`config.mk`:
```
export PLATFORM = sky130hd
export DESIGN_NAME = fetch_unit_flat
export DESIGN_NICKNAME = d
export VERILOG_FILES = /design/src/rtl/fetch_unit_pkg.sv /design/src/rtl/fetch_unit_if.sv /design/src/rtl/fetch_addr_chk.sv /design/src/rtl/fetch_unit.sv /design/src/flat_wrapper.sv
export SDC_FILE = /design/constraint.sdc
export NUM_CORES = 1
export LEC_CHECK = 0
export CAP_MARGIN = 20
export CORE_AREA = 2 2 119 121
export DETAILED_ROUTE_END_ITERATION = 8
export DIE_AREA = 0 0 121 123
export MAX_ROUTING_LAYER = met4
export PLACE_DENSITY = 0.79
export SYNTH_ARGS = -nofsm -noshare
export SYNTH_HDL_FRONTEND = slang
export SYNTH_SLANG_ARGS = --single-unit
```
`constraint.sdc`:
```
create_clock -name i_clk -period 2.9 [get_ports i_clk]
set_input_delay 0.29 -clock i_clk [delete_from_list [all_inputs] [get_ports i_clk]]
set_output_delay 0.29 -clock i_clk [all_outputs]
set_load 0.1 [all_outputs]
```
`src/rtl/fetch_unit_pkg.sv`:
```
// rtl/fetch_unit_pkg.sv - core opcode constants and instruction-type codes shared by fetch and decode
package fetch_unit_pkg;

    localparam logic [6:0] OPC_EOF    = 7'b1110011;
    localparam logic [6:0] OPC_OP     = 7'b0110011;
    localparam logic [6:0] OPC_OP_IMM = 7'b0010011;
    localparam logic [6:0] OPC_LOAD   = 7'b0000011;
    localparam logic [6:0] OPC_STORE  = 7'b0100011;
    localparam logic [6:0] OPC_BRANCH = 7'b1100011;
    localparam logic [6:0] OPC_JALR   = 7'b1100111;
    localparam logic [6:0] OPC_AUIPC  = 7'b0010111;
    localparam logic [6:0] OPC_FP     = 7'b1010011;
    localparam logic [6:0] OPC_FLW    = 7'b0000111;
    localparam logic [6:0] OPC_FSW    = 7'b0100111;

    typedef enum logic [2:0] {
        ITYPE_R,
        ITYPE_I,
        ITYPE_S,
        ITYPE_B,
        ITYPE_U,
        ITYPE_J,
        ITYPE_SYS
    } instr_type_t;

    function automatic logic is_eof(input logic [6:0] opcode);
        return opcode == OPC_EOF;
    endfunction

endpackage

```
`src/rtl/fetch_unit_if.sv`:
```
// rtl/fetch_unit_if.sv - instruction memory port and decoder handshake of the fetch stage
interface fetch_unit_if #(
    parameter int unsigned ADDR_W = 32
);
    logic              o_imem_cen;
    logic [ADDR_W-1:0] o_imem_addr;
    logic [31:0]       i_imem_rdata;
    logic [31:0]       o_instr;
    logic [ADDR_W-1:0] o_pc;
    logic              o_instr_valid;
    logic              i_instr_ready;
    logic              i_redirect_valid;
    logic [ADDR_W-1:0] i_redirect_pc;

    modport master (
        output o_imem_cen,
        output o_imem_addr,
        input  i_imem_rdata,
        output o_instr,
        output o_pc,
        output o_instr_valid,
        input  i_instr_ready,
        input  i_redirect_valid,
        input  i_redirect_pc
    );

    modport slave (
        input  o_imem_cen,
        input  o_imem_addr,
        output i_imem_rdata,
        input  o_instr,
        input  o_pc,
        input  o_instr_valid,
        output i_instr_ready,
        output i_redirect_valid,
        output i_redirect_pc
    );
endinterface

```
`src/rtl/fetch_addr_chk.sv`:
```
// rtl/fetch_addr_chk.sv - combinational legality check of a fetch address
module fetch_addr_chk #(
    parameter int unsigned          ADDR_W     = 32,
    parameter logic [ADDR_W-1:0]    IMEM_BASE  = '0,
    parameter int unsigned          IMEM_BYTES = 4096
) (
    input  logic [ADDR_W-1:0] pc,
    output logic              legal
);

    localparam logic [ADDR_W:0] BASE_EXT  = {1'b0, IMEM_BASE};
    localparam logic [ADDR_W:0] BYTES_EXT = (ADDR_W+1)'(IMEM_BYTES);

    logic [ADDR_W:0] offset;

    // Offset into the fetch window one bit wider than pc; a borrow means pc is below the base.
    always_comb begin
        offset = {1'b0, pc} - BASE_EXT;
        legal  = (pc[1:0] == 2'b00) && !offset[ADDR_W] && (offset < BYTES_EXT);
    end

endmodule

```
`src/rtl/fetch_unit.sv`:
```
// rtl/fetch_unit.sv - instruction fetch stage: PC, imem reads, decoder handshake, redirects, halt
module fetch_unit
    import fetch_unit_pkg::*;
#(
    parameter int unsigned          ADDR_W     = 32,
    parameter logic [ADDR_W-1:0]    IMEM_BASE  = '0,
    parameter int unsigned          IMEM_BYTES = 4096,
    parameter int unsigned          RD_LAT     = 1
) (
    input  logic         i_clk,
    input  logic         i_rst_n,
    fetch_unit_if.master bus,
    output logic         o_halted,
    output logic         o_fetch_err
);

    typedef enum logic [2:0] {
        ST_IDLE,
        ST_REQ,
        ST_WAIT,
        ST_HOLD,
        ST_HALT,
        ST_ERR
    } state_t;

    localparam logic [1:0] LAT_INIT = 2'(RD_LAT - 1);

    state_t            state;
    logic [ADDR_W-1:0] pc;
    logic [ADDR_W-1:0] pc_nxt;
    logic [1:0]        lat_cnt;
    logic              accept;
    logic              nxt_legal;

    assign accept = (state == ST_HOLD) && bus.i_instr_ready;

    // Next PC: only an accepted instruction moves it, to the redirect target or the sequential word.
    always_comb begin
        pc_nxt = pc;
        if (accept) begin
            pc_nxt = bus.i_redirect_valid ? bus.i_redirect_pc : pc + ADDR_W'(4);
        end
    end

    fetch_addr_chk #(
        .ADDR_W     (ADDR_W),
        .IMEM_BASE  (IMEM_BASE),
        .IMEM_BYTES (IMEM_BYTES)
    ) u_addr_chk (
        .pc    (pc_nxt),
        .legal (nxt_legal)
    );

    // Fetch FSM; the strobe is decided on entry to REQ so REQ itself only routes to WAIT or ERR.
    always_ff @(posedge i_clk) begin
        if (!i_rst_n) begin
            state             <= ST_IDLE;
            pc                <= IMEM_BASE;
            lat_cnt           <= '0;
            bus.o_imem_cen    <= 1'b0;
            bus.o_imem_addr   <= '0;
            bus.o_instr       <= '0;
            bus.o_pc          <= '0;
            bus.o_instr_valid <= 1'b0;
            o_halted          <= 1'b0;
            o_fetch_err       <= 1'b0;
        end else begin
            case (state)
                ST_IDLE: begin
                    bus.o_imem_cen  <= nxt_legal;
                    bus.o_imem_addr <= pc_nxt;
                    state           <= ST_REQ;
                end
                ST_REQ: begin
                    bus.o_imem_cen <= 1'b0;
                    if (bus.o_imem_cen) begin
                        lat_cnt <= LAT_INIT;
                        state   <= ST_WAIT;
                    end else begin
                        o_fetch_err <= 1'b1;
                        state       <= ST_ERR;
                    end
                end
                ST_WAIT: begin
                    if (lat_cnt == 2'd0) begin
                        bus.o_instr       <= bus.i_imem_rdata;
                        bus.o_pc          <= pc;
                        bus.o_instr_valid <= 1'b1;
                        state             <= ST_HOLD;
                    end else begin
                        lat_cnt <= lat_cnt - 2'd1;
                    end
                end
                ST_HOLD: begin
                    if (bus.i_instr_ready) begin
                        bus.o_instr_valid <= 1'b0;
                        if (is_eof(bus.o_instr[6:0])) begin
                            o_halted <= 1'b1;
                            state    <= ST_HALT;
                        end else begin
                            pc              <= pc_nxt;
                            bus.o_imem_cen  <= nxt_legal;
                            bus.o_imem_addr <= pc_nxt;
                            state           <= ST_REQ;
                        end
                    end
                end
                ST_HALT: begin
                    state <= ST_HALT;
                end
                ST_ERR: begin
                    state <= ST_ERR;
                end
                default: begin
                    state <= ST_IDLE;
                end
            endcase
        end
    end

endmodule

```
`src/flat_wrapper.sv`:
```
// flat-port wrapper written by rule: the top's interface ports become plain ports
module fetch_unit_flat import fetch_unit_pkg::*;
#(
    parameter int unsigned          ADDR_W     = 32,
    parameter logic [ADDR_W-1:0]    IMEM_BASE  = '0,
    parameter int unsigned          IMEM_BYTES = 4096,
    parameter int unsigned          RD_LAT     = 1
)
  (i_clk, i_rst_n, o_halted, o_fetch_err, bus_o_imem_cen, bus_o_imem_addr, bus_i_imem_rdata, bus_o_instr, bus_o_pc, bus_o_instr_valid, bus_i_instr_ready, bus_i_redirect_valid, bus_i_redirect_pc);
  fetch_unit_if #(.ADDR_W(ADDR_W)) bus_i ();
  input  logic i_clk;
  input  logic i_rst_n;
  output logic o_halted;
  output logic o_fetch_err;
  output wire logic [$bits(bus_i.o_imem_cen)-1:0] bus_o_imem_cen;
  output wire logic [$bits(bus_i.o_imem_addr)-1:0] bus_o_imem_addr;
  input wire logic [$bits(bus_i.i_imem_rdata)-1:0] bus_i_imem_rdata;
  output wire logic [$bits(bus_i.o_instr)-1:0] bus_o_instr;
  output wire logic [$bits(bus_i.o_pc)-1:0] bus_o_pc;
  output wire logic [$bits(bus_i.o_instr_valid)-1:0] bus_o_instr_valid;
  input wire logic [$bits(bus_i.i_instr_ready)-1:0] bus_i_instr_ready;
  input wire logic [$bits(bus_i.i_redirect_valid)-1:0] bus_i_redirect_valid;
  input wire logic [$bits(bus_i.i_redirect_pc)-1:0] bus_i_redirect_pc;
  assign bus_o_imem_cen = bus_i.o_imem_cen;
  assign bus_o_imem_addr = bus_i.o_imem_addr;
  assign bus_i.i_imem_rdata = bus_i_imem_rdata;
  assign bus_o_instr = bus_i.o_instr;
  assign bus_o_pc = bus_i.o_pc;
  assign bus_o_instr_valid = bus_i.o_instr_valid;
  assign bus_i.i_instr_ready = bus_i_instr_ready;
  assign bus_i.i_redirect_valid = bus_i_redirect_valid;
  assign bus_i.i_redirect_pc = bus_i_redirect_pc;
  fetch_unit #(.ADDR_W(ADDR_W), .IMEM_BASE(IMEM_BASE), .IMEM_BYTES(IMEM_BYTES), .RD_LAT(RD_LAT)) u_core (.i_clk(i_clk), .i_rst_n(i_rst_n), .bus(bus_i), .o_halted(o_halted), .o_fetch_err(o_fetch_err));
endmodule
```
==> flow_summary_export.csv, run 1 <==
group,metric,value,unit
finish,postLayoutCoreUtil,64.6,%
critical_path,cp.depth,8,
sta,fin_ws,0.274,ns
drt,routed.top_layer,"met4",
synthesis,synth_top_area_share,41.9,%
drt,met2_length,9560,um
critical_path,cp-startpoint,"u_core.pc[2]",
cts,cts_buffers,17,
synthesis,syn_area_per_cell,7.49,um2
synthesis,yosys_warnings,0,
global_route,grt_max_degree,124,
placement,pre_cts_ws,0.396,ns
drt,route.detailed.drc,0,
floorplanning,die_h,123,um
synthesis,synthArstFlopShare,0,%
drt,antenna_left,0,
critical_path,ff2ff_path_depth,8,
cts,cts_tree,"done",
floorplanning,dieArea,0.0149,mm2
synthesis,synthTopCellsByArea,"dfxtp_1 (42%), nand2_1 (12%), a21oi_1 (9.5%)",
pwr,power.leakage,3.32,nW
sta,timing.final.crit_period,2.63,ns
synthesis,synth_fa_ha_area_share,0.382,%
synthesis,syn_nets,944,
floorplanning,core,0.0136,mm2
sta,slew_headroom,47.2,%
drt,wl_met3,1370,um
placement,routabilityCongestion,0.944,
run,maxCapViolCount,0,
floorplanning,io_pins,168,
synthesis,synthXorXnorAreaFrac,0.803,%
drt,wl_per_cell,17.2,um
synthesis,synth_top_family_by_area,"simple AND/OR/NAND/NOR gates",
pwr,power_density,716,mW/mm2
drt,wl_met1,9190,um
sta,fin_worst_skew,0.0121,ns
critical_path,critPathMaxStageDelay,0.51,ns
pwr,max-vdd-ir-drop,740,uV
synthesis,syn_inst,874,
critical_path,crit_path_top_delay_cell,"a2111oi_0",
drt,routed_wl,20700,um
cts,cts-root-buf,"clkbuf_16",
critical_path,r2r_end,"u_core.bus.o_imem_cen",
cts,cts_sinks,137,
finish,area_growth,34.3,%
synthesis,synth_common_cells,"nand2_1 (214), dfxtp_1 (137), a21oi_1 (124)",
synthesis,synth_edf_count,0,
critical_path,path_max_fanout,8,
placement,place_inst,1173,
global_route,antenna_found_initial,0,
synthesis,synth_most_common_cell,"nand2_1",
cts,worstSkewPairLatency,0.42,ns
critical_path,critPathKind,"reg -> reg",
cts,clk_pin_slew,0.06,ns
critical_path,cp-endpoint,"u_core.bus.o_imem_cen",
sta,grt_setup_unrepaired,"false",
critical_path,reg2reg_from,"u_core.pc[2]",
drt,via_per_inst,5.69,
placement,place_area,0.00816,mm2
critical_path,path_buf_inv,0,
critical_path,startpoint_type,"flip-flop",
status,outcome,"complete, no violations",
sta,fmax,381,MHz
synthesis,synth_mux_area_share,1.70,%
sta,setup_tns,0,ns
cts,htreeDepth,4,
critical_path,r2r_setup_slack,0.27,ns
drt,dr.pass1.iters,5,
drt,num_vias,6840,
synthesis,synth_compound_area_share,21.8,%
floorplanning,initial_core_util,48.1,%
synthesis,synth_simple_gate_area_share,28.0,%
finish,instances_no_fill,1203,
drt,drt_first_iter_violations,711,
synthesis,yosys.area.top_type,"dfxtp_1",
placement,hpwl,13900,um
global_route,grt_pass1_wl,32800,um
synthesis,ys_ff_latch,137,
critical_path,end_kind,"flip-flop",
synthesis,syn_area,0.00655,mm2
global_route,grtUsageTotal,28.8,%
finish,diodes,0,
sta,finalSetupViolations,0,
finish,fin_area,0.00879,mm2
critical_path,critical-path-top-delay-family,"simple AND/OR/NAND/NOR gates",
min_path,hp-class,"in -> reg",
cts,clock_path_buffers,2,
critical_path,arrival,2.98,ns
finish,drive_gt1_share,18.2,%
finish,nets,1082,
sta,hold_violations,0,
global_route,grt_pass1_vias,6295,
sta,slew_viol_final,0,
synthesis,ys_types,70,
sta,worstMarginPinSlew,0.792,ns
critical_path,cp_cell_sequence,"ha_1 > and3_1 > nand2_1 > nor4_1 > nor2_1 > a2111oi_0 > nand4_1 > o21bai_1",
critical_path,cp_data_required_time,3.26,ns
synthesis,synthFlopType,"dfxtp_1",
floorplanning,dieWidth,121,um
cts,hold_buffers,0,
placement,port_buffers,167,
synthesis,ys_seq_area_share,41.9,%
sta,min_period_over_period,90.5,%
floorplanning,fp-row-count,43,
global_route,gr-total-overflow,0,
-- cells in the final DEF, fill, tap and decap left out, types with 5 or more instances in the layout --
cell type / count
nand2_1: 214
dfxtp_1: 137
a21oi_1: 124
buf_4: 124
nor2_1: 82
clkdlybuf4s50_1: 66
nor3_1: 31
o21ai_0: 26
clkbuf_16: 17
nand3_1: 15
a211oi_1: 11
mux2i_1: 10
nand4_1: 9
a311oi_1: 9
inv_1: 8
nor4_1: 8
o221a_2: 8
a31oi_1: 7
o22ai_1: 6
nand2b_1: 6
a2bb2oi_1: 5
o22a_1: 5
xor2_1: 5
buf_12: 5
-- worst reg2reg max path, cell delays in order, from the launching register on --
cell and delay [ns]:
dfxtp_1 0.44, ha_1 0.24, and3_1 0.30, nand2_1 0.20
nor4_1 0.43, nor2_1 0.14, a2111oi_0 0.51, nand4_1 0.16
o21bai_1 0.14
-- state kept, by name, summed over array words and instances (netlist names) --
name,count
u_core.bus.o_pc,32
u_core.bus.o_imem_cen,1
u_core.bus.o_imem_addr,32
u_core.lat_cnt,2
u_core.bus.o_instr,32
u_core.bus.o_instr_valid,1
u_core.o_halted,1
u_core.pc,32
u_core.state,3
u_core.o_fetch_err,1
-- what timing repair did --
item	in CTS	in global routing
resized for setup	0	1
endpoints found under the setup margin	0	1
setup buffers	0	0
hold endpoints to repair	0	0
-- cells by family after synthesis --
logic type,after synthesis
XOR/XNOR,6
flip-flops,137
AO/OA/AOI/OAI,231
multiplexers,11
AND/OR/NAND/NOR,400
adder cells (fa/ha/maj),2
buffers and inverters,87
-- metal layers --
metal	GRT usage [%]	up-vias
li1	-	3330
met1	38.9	3158
met2	43.4	307
met3	4.70	45
met4	11.3	0
met5	-	-
-- how the worst min path moves through the flow --
stage,startpoint,endpoint,cells past startpoint
6_report,bus_i_imem_rdata[22],u_core.bus.o_instr[22],3
5_1_grt,bus_i_imem_rdata[13],u_core.bus.o_instr[13],3
4_1_cts,bus_i_imem_rdata[18],u_core.bus.o_instr[18],3
3_5_place_dp,u_core.bus.o_pc[9],u_core.bus.o_pc[9],2
3_3_place_gp,u_core.bus.o_instr[13],u_core.bus.o_instr[13],2
2_1_floorplan,bus_i_imem_rdata[0],u_core.bus.o_instr[0],2
-- cell type report --
type,instances,area (um2)
sequential,137,2740
timing repair buffer,196,1700
multi-input combinational,650,3460
fill,1231,4820
tap,180,225
inverter,10,38.8
clock inverter,7,140
clock buffer,23,488
-- through the flow --
step / total power, mW / hold slack [ns]
after floorplan: 3.53 / 0.426
after global placement: 4.00 / 0.443
after detailed placement: 4.01 / 0.448
after CTS: 6.31 / 0.404
after global routing: 6.52 / 0.418
final: 6.29 / 0.410
-- power by group --
| group | switching (mW) | internal (mW) |
|---|---|---|
| clock network | 0.785 | 1.52 |
| logic | 1.40 | 0.455 |
| registers | 0.113 | 2.02 |
Power figures use the tool's default switching activity.
==> run 2, diff against run 1 <==
--- a/config.mk
+++ b/config.mk
@@ -11,6 +11,8 @@
 export DIE_AREA = 0 0 121 123
 export MAX_ROUTING_LAYER = met4
 export PLACE_DENSITY = 0.79
+export REMOVE_ABC_BUFFERS = 1
+export SLEW_MARGIN = 40
 export SYNTH_ARGS = -nofsm -noshare
 export SYNTH_HDL_FRONTEND = slang
 export SYNTH_SLANG_ARGS = --single-unit
==> run 2 against run 1 <==
Sequential cell count stayed put. Setup slack worse by 0.035 ns. Wire length is 5.0% lower. Utilization is 0.36 points lower. Global-route usage down 1.7 points. Sequential share of layout area rose by 0.17 points. Critical endpoint unchanged. Largest cell class unchanged. Largest power group unchanged. Highest routed layer unchanged.
==> flow_summary_export.csv, run 2 (synthesis gave the netlist of run 1 again) <==
group,metric,value,unit
status,outcome,"complete, no violations",
drt,route.detailed.drc,0,
global_route,grt_pass1_vias,6234,
cts,cts-root-buf,"clkbuf_16",
drt,via_per_inst,5.63,
min_path,hold_start,"bus_i_imem_rdata[14]",
sta,fmax,376,MHz
critical_path,startpoint_type,"flip-flop",
sta,setup_tns,0,ns
cts,htreeDepth,4,
critical_path,cp_cell_sequence,"ha_1 > nand3_1 > buf_4 > nor2_1 > a21oi_1 > a221o_2 > nor4_1 > nand4_1 > o21bai_1",
pwr,internal_power,3.94,mW
floorplanning,initial_core_util,48.1,%
critical_path,arrival,3.01,ns
sta,timing.final.crit_period,2.66,ns
sta,fin_ws,0.239,ns
sta,worstMarginPinSlew,0.589,ns
critical_path,critPathKind,"reg -> reg",
drt,met2_length,9210,um
sta,hold_violations,0,
drt,antenna_left,0,
sta,finalSetupViolations,0,
run,maxCapViolCount,0,
finish,final_common_cell,"nand2_1",
placement,hpwl,13000,um
critical_path,reg2reg_from,"u_core.pc[2]",
critical_path,cp_data_required_time,3.25,ns
sta,slew_headroom,60.7,%
critical_path,path_max_fanout,8,
finish,diodes,0,
sta,holdWs,0.416,ns
drt,wl_met1,8680,um
floorplanning,die_h,123,um
pwr,finalPower,6.23,mW
cts,post-cts-setup-buffers,0,
drt,drt_first_iter_violations,820,
finish,nFillCells,1207,
sta,grt_setup_unrepaired,"false",
floorplanning,io_pins,168,
global_route,grt_pass1_wl,31100,um
placement,pre_cts_ws,0.303,ns
finish,drive_gt1_share,17.8,%
min_path,hold_depth,3,
cts,worstSkewPairLatency,0.42,ns
critical_path,end_kind,"flip-flop",
critical_path,r2r_setup_slack,0.24,ns
critical_path,r2r_end,"u_core.bus.o_imem_cen",
cts,clock_path_buffers,2,
pwr,comb_power_share,30.0,%
critical_path,path_buf_inv,1,
global_route,gr-total-overflow,0,
drt,routed.top_layer,"met4",
cts,cts_buffers,17,
critical_path,ff2ff_path_depth,9,
pwr,p_clk_share,35.8,%
sta,fin_worst_skew,0.00611,ns
global_route,antenna_found_initial,0,
global_route,grtUsageTotal,27.1,%
drt,dr.pass1.iters,5,
drt,wl_met3,1320,um
finish,nets,1074,
floorplanning,fp-row-count,43,
cts,clk_pin_slew,0.06,ns
pwr,p_sw,2.29,mW
finish,final_cell_mix,"nand2_1 (214), dfxtp_1 (137), a21oi_1 (124)",
sta,slew_viol_final,0,
placement,routabilityCongestion,0.952,
drt,wl_per_cell,16.5,um
sta,min_period_over_period,91.7,%
finish,area_growth,33.5,%
critical_path,critical-path-top-delay-family,"simple AND/OR/NAND/NOR gates",
floorplanning,core,0.0136,mm2
min_path,min_to,"u_core.bus.o_instr[14]",
floorplanning,dieArea,0.0149,mm2
pwr,switching_share,36.8,%
cts,cts_tree,"done",
cts,cts_sinks,137,
placement,port_buffers,167,
floorplanning,dieWidth,121,um
global_route,grt_max_degree,124,
critical_path,crit_path_top_delay_cell,"dfxtp_1",
pwr,seq_power_share,34.1,%
min_path,hp-class,"in -> reg",
critical_path,critPathMaxStageDelay,0.45,ns
drt,routed_wl,19700,um
finish,postLayoutCoreUtil,64.2,%
pwr,max-vdd-ir-drop,598,uV
drt,num_vias,6721,
cts,hold_buffers,0,
pwr,power.leakage,3.28,nW
pwr,power_density,713,mW/mm2
-- run 2: area by class of cell --
class	instances	area [um2]	share of cell area [%]
Multi-Input combinational cell	650	3470	39.7
Sequential cell	137	2740	31.4
Timing Repair Buffer	188	1650	18.9
Clock buffer	23	498	5.70
Tap cell	180	225	2.58
Clock inverter	6	114	1.30
Inverter	10	38.8	0.444
-- run 2: stage by stage --
| step | cells | cell area [um2] |
|---|---|---|
| finish | 1194 | 8740 |
| global route | 1194 | 8740 |
| CTS | 1194 | 8720 |
| detailed placement | 1165 | 8110 |
| global placement | 1165 | 8110 |
| floorplan | 797 | 6230 |
-- run 2: worst max-delay path by stage --
stage / startpoint / endpoint / slack, ns / depth (start not counted)
floorplan: u_core.state[1] / u_core.bus.o_instr[0] / -1.34 / 4
global placement: bus_i_instr_ready / u_core.bus.o_imem_addr[26] / 0.36 / 7
detailed placement: bus_i_instr_ready / u_core.bus.o_imem_addr[26] / 0.30 / 7
CTS: u_core.pc[2] / u_core.bus.o_imem_cen / 0.24 / 8
global route: u_core.pc[2] / u_core.bus.o_imem_cen / 0.04 / 8
finish: u_core.pc[2] / u_core.bus.o_imem_cen / 0.24 / 9
-- run 2: worst register-to-register path, cell delays in order, from the launching register on --
cell,delay (ns)
dfxtp_1,0.45
ha_1,0.26
nand3_1,0.25
buf_4,0.23
nor2_1,0.19
a21oi_1,0.09
a221o_2,0.32
nor4_1,0.45
nand4_1,0.20
o21bai_1,0.16
-- run 2: metal layers --
metal / up-vias / GRT usage [%]
met3: 35 / 6.13
met4: 0 / 10.8
met1: 3092 / 34.5
met5: - / -
li1: 3310 / -
met2: 284 / 42.1
-- run 2: repair_timing --
item | CTS | global route
hold endpoints to repair | 0 | 0
resized for setup | 0 | 3
setup endpoints to repair | 0 | 1
-- run 2: power groups by stage --
| stage | registers, mW | clock network [mW] | logic, mW |
|---|---|---|---|
| detailed placement | 2.16 | 0 | 1.86 |
| CTS | 2.13 | 2.26 | 1.87 |
| finish | 2.13 | 2.23 | 1.87 |
| global route | 2.14 | 2.33 | 1.98 |
| floorplan | 2.98 | 0 | 0.488 |
| global placement | 2.16 | 0 | 1.85 |
==> run 3, diff against run 2 <==
==> constraint.sdc (replaced) <==
create_clock -name i_clk -period 2.7 [get_ports i_clk]
set_input_delay 0.27 -clock i_clk [delete_from_list [all_inputs] [get_ports i_clk]]
set_output_delay 0.27 -clock i_clk [all_outputs]
set_load 0.1 [all_outputs]
==> run 3 against run 2 <==
Via count grew 2.3%. Hold slack got worse by 0.025 ns. Sequential power increased by 7%. Critical path depth unchanged. Register-to-register slack worse by 0.05 ns. Final area grew 2.1%. Total power is 7.9% higher. Critical endpoint unchanged. Largest power group unchanged. Highest routed layer unchanged.
==> flow_summary_export.csv, run 3 (synthesis gave the netlist of run 1 again) <==
group,metric,value,unit
status,outcome,"complete, no violations",
finish,drive_gt1_share,19.9,%
critical_path,critPathKind,"reg -> reg",
drt,via_per_inst,5.64,
global_route,grt_pass1_vias,6241,
cts,clock_path_buffers,2,
sta,fin_worst_skew,0.00597,ns
global_route,grt_max_degree,124,
cts,clk_pin_slew,0.06,ns
critical_path,critical-path-top-delay-family,"compound AO/OA/AOI/OAI gates",
placement,place_area,0.00827,mm2
pwr,power_density,754,mW/mm2
sta,hold_violations,0,
sta,slew_viol_final,0,
cts,cts-root-buf,"clkbuf_16",
global_route,grtUsageTotal,27.3,%
global_route,antenna_found_initial,0,
floorplanning,fp-row-count,43,
placement,routabilityCongestion,0.942,
floorplanning,dieArea,0.0149,mm2
global_route,gr-total-overflow,0,
drt,drt_first_iter_violations,734,
cts,cts_tree,"done",
sta,fmax,398,MHz
finish,area_growth,36.3,%
critical_path,startpoint_type,"flip-flop",
pwr,max-vdd-ir-drop,675,uV
critical_path,critPathMaxStageDelay,0.42,ns
sta,holdWs,0.391,ns
drt,routed_wl,19800,um
finish,regArea,0.00274,mm2
finish,fin_area,0.00892,mm2
cts,post-cts-setup-buffers,0,
critical_path,arrival,2.87,ns
floorplanning,die_h,123,um
floorplanning,core,0.0136,mm2
sta,finalSetupViolations,0,
floorplanning,io_pins,168,
finish,multiInputGateArea,0.00350,mm2
sta,min_period_over_period,93.0,%
finish,final_common_cell,"nand2_1",
sta,timing.final.crit_period,2.51,ns
global_route,grt_pass1_wl,31500,um
drt,wl_per_cell,16.3,um
floorplanning,dieWidth,121,um
drt,route.detailed.drc,0,
drt,dr.pass1.iters,7,
cts,worstSkewPairLatency,0.42,ns
critical_path,path_max_fanout,7,
finish,diodes,0,
critical_path,r2r_setup_slack,0.19,ns
critical_path,end_kind,"flip-flop",
critical_path,path_buf_inv,1,
sta,slew_headroom,49.5,%
placement,hpwl,13200,um
drt,num_vias,6875,
finish,nFillCells,1201,
sta,grt_setup_unrepaired,"false",
drt,antenna_left,0,
critical_path,crit_path_top_delay_cell,"dfxtp_1",
finish,nets,1095,
cts,cts_buffers,17,
run,maxCapViolCount,0,
cts,htreeDepth,4,
min_path,hp-class,"in -> reg",
critical_path,cp_cell_sequence,"ha_1 > nand3_1 > nor4_1 > buf_4 > a31oi_1 > o211a_1 > a2111oi_4 > nand4_1 > o21bai_1",
floorplanning,initial_core_util,48.1,%
placement,port_buffers,167,
critical_path,cp_data_required_time,3.06,ns
pwr,power.leakage,3.40,nW
sta,worstMarginPinSlew,0.752,ns
finish,final_cell_mix,"nand2_1 (214), buf_4 (136), dfxtp_1 (136)",
cts,cts_sinks,137,
## run 3: cell count changes in the layout (fill, tap and decap cells not counted), sizes merged
cell    change
inv         +4
buf        +21
clkbuf      -4
clkinv      +3
## run 3: where the power goes
part / internal, mW / switching, mW
logic: 0.519 / 1.52
registers: 2.17 / 0.111
clock network: 1.49 / 0.923
## run 3: area by class of cell
type | count | share of cell area (%)
Timing Repair Buffer | 209 | 20.2
Sequential cell | 137 | 30.7
Clock buffer | 19 | 4.96
Multi-Input combinational cell | 650 | 39.2
Inverter | 10 | 0.435
Tap cell | 180 | 2.52
Clock inverter | 13 | 1.88
## run 3: path summary, 6_finish.rpt
| path | endpoint | cells after the start | from |
|---|---|---|---|
| worst min register to register | u_core.bus.o_pc[1] | 2 | u_core.bus.o_pc[1] |
| worst max register to register | u_core.bus.o_imem_cen | 9 | u_core.pc[3] |
| worst min-delay path | u_core.bus.o_instr[0] | 3 | bus_i_imem_rdata[0] |
| worst max-delay path | u_core.bus.o_imem_cen | 9 | u_core.pc[3] |
## run 3: per-layer routing
| layer | vias up | wire length [um] | share of wire [%] | GRT usage, % |
|---|---|---|---|---|
| met5 | - | 0 | 0 | - |
| met4 | 0 | 456 | 2.3 | 9.88 |
| met3 | 41 | 1370 | 6.9 | 5.72 |
| met1 | 3170 | 8660 | 44 | 35.5 |
| met2 | 295 | 9340 | 47 | 42.0 |
| li1 | 3369 | - | - | - |
## run 3: per-stage QoR
stage                     worst slack (ns)  total power, mW  util (%)  cells  setup TNS [ns]
after detailed placement             0.151             4.34      60.8   1186               0
after global placement               0.205             4.32      60.8   1186               0
after floorplan                      -1.54             3.73         -    797         -128.18
final                                0.189             6.72      65.6   1218               0
after global routing               0.00189             6.95      65.6   1218               0
after CTS                           0.0521             6.73      65.2   1218               0
## run 3: tightest hold or removal path, delay by kind of cell
kind	cells	cell delay, ns
buffers and inverters	1	0.40
and+or+nand+nor	1	0.05
AOI/OAI and AO/OA	1	0.05
## run 3: what timing repair did
action                                  in CTS  in global routing
resized for setup                            1                  8
hold buffers                                 0                  0
gates cloned                                 0                  0
endpoints found under the setup margin       1                  1
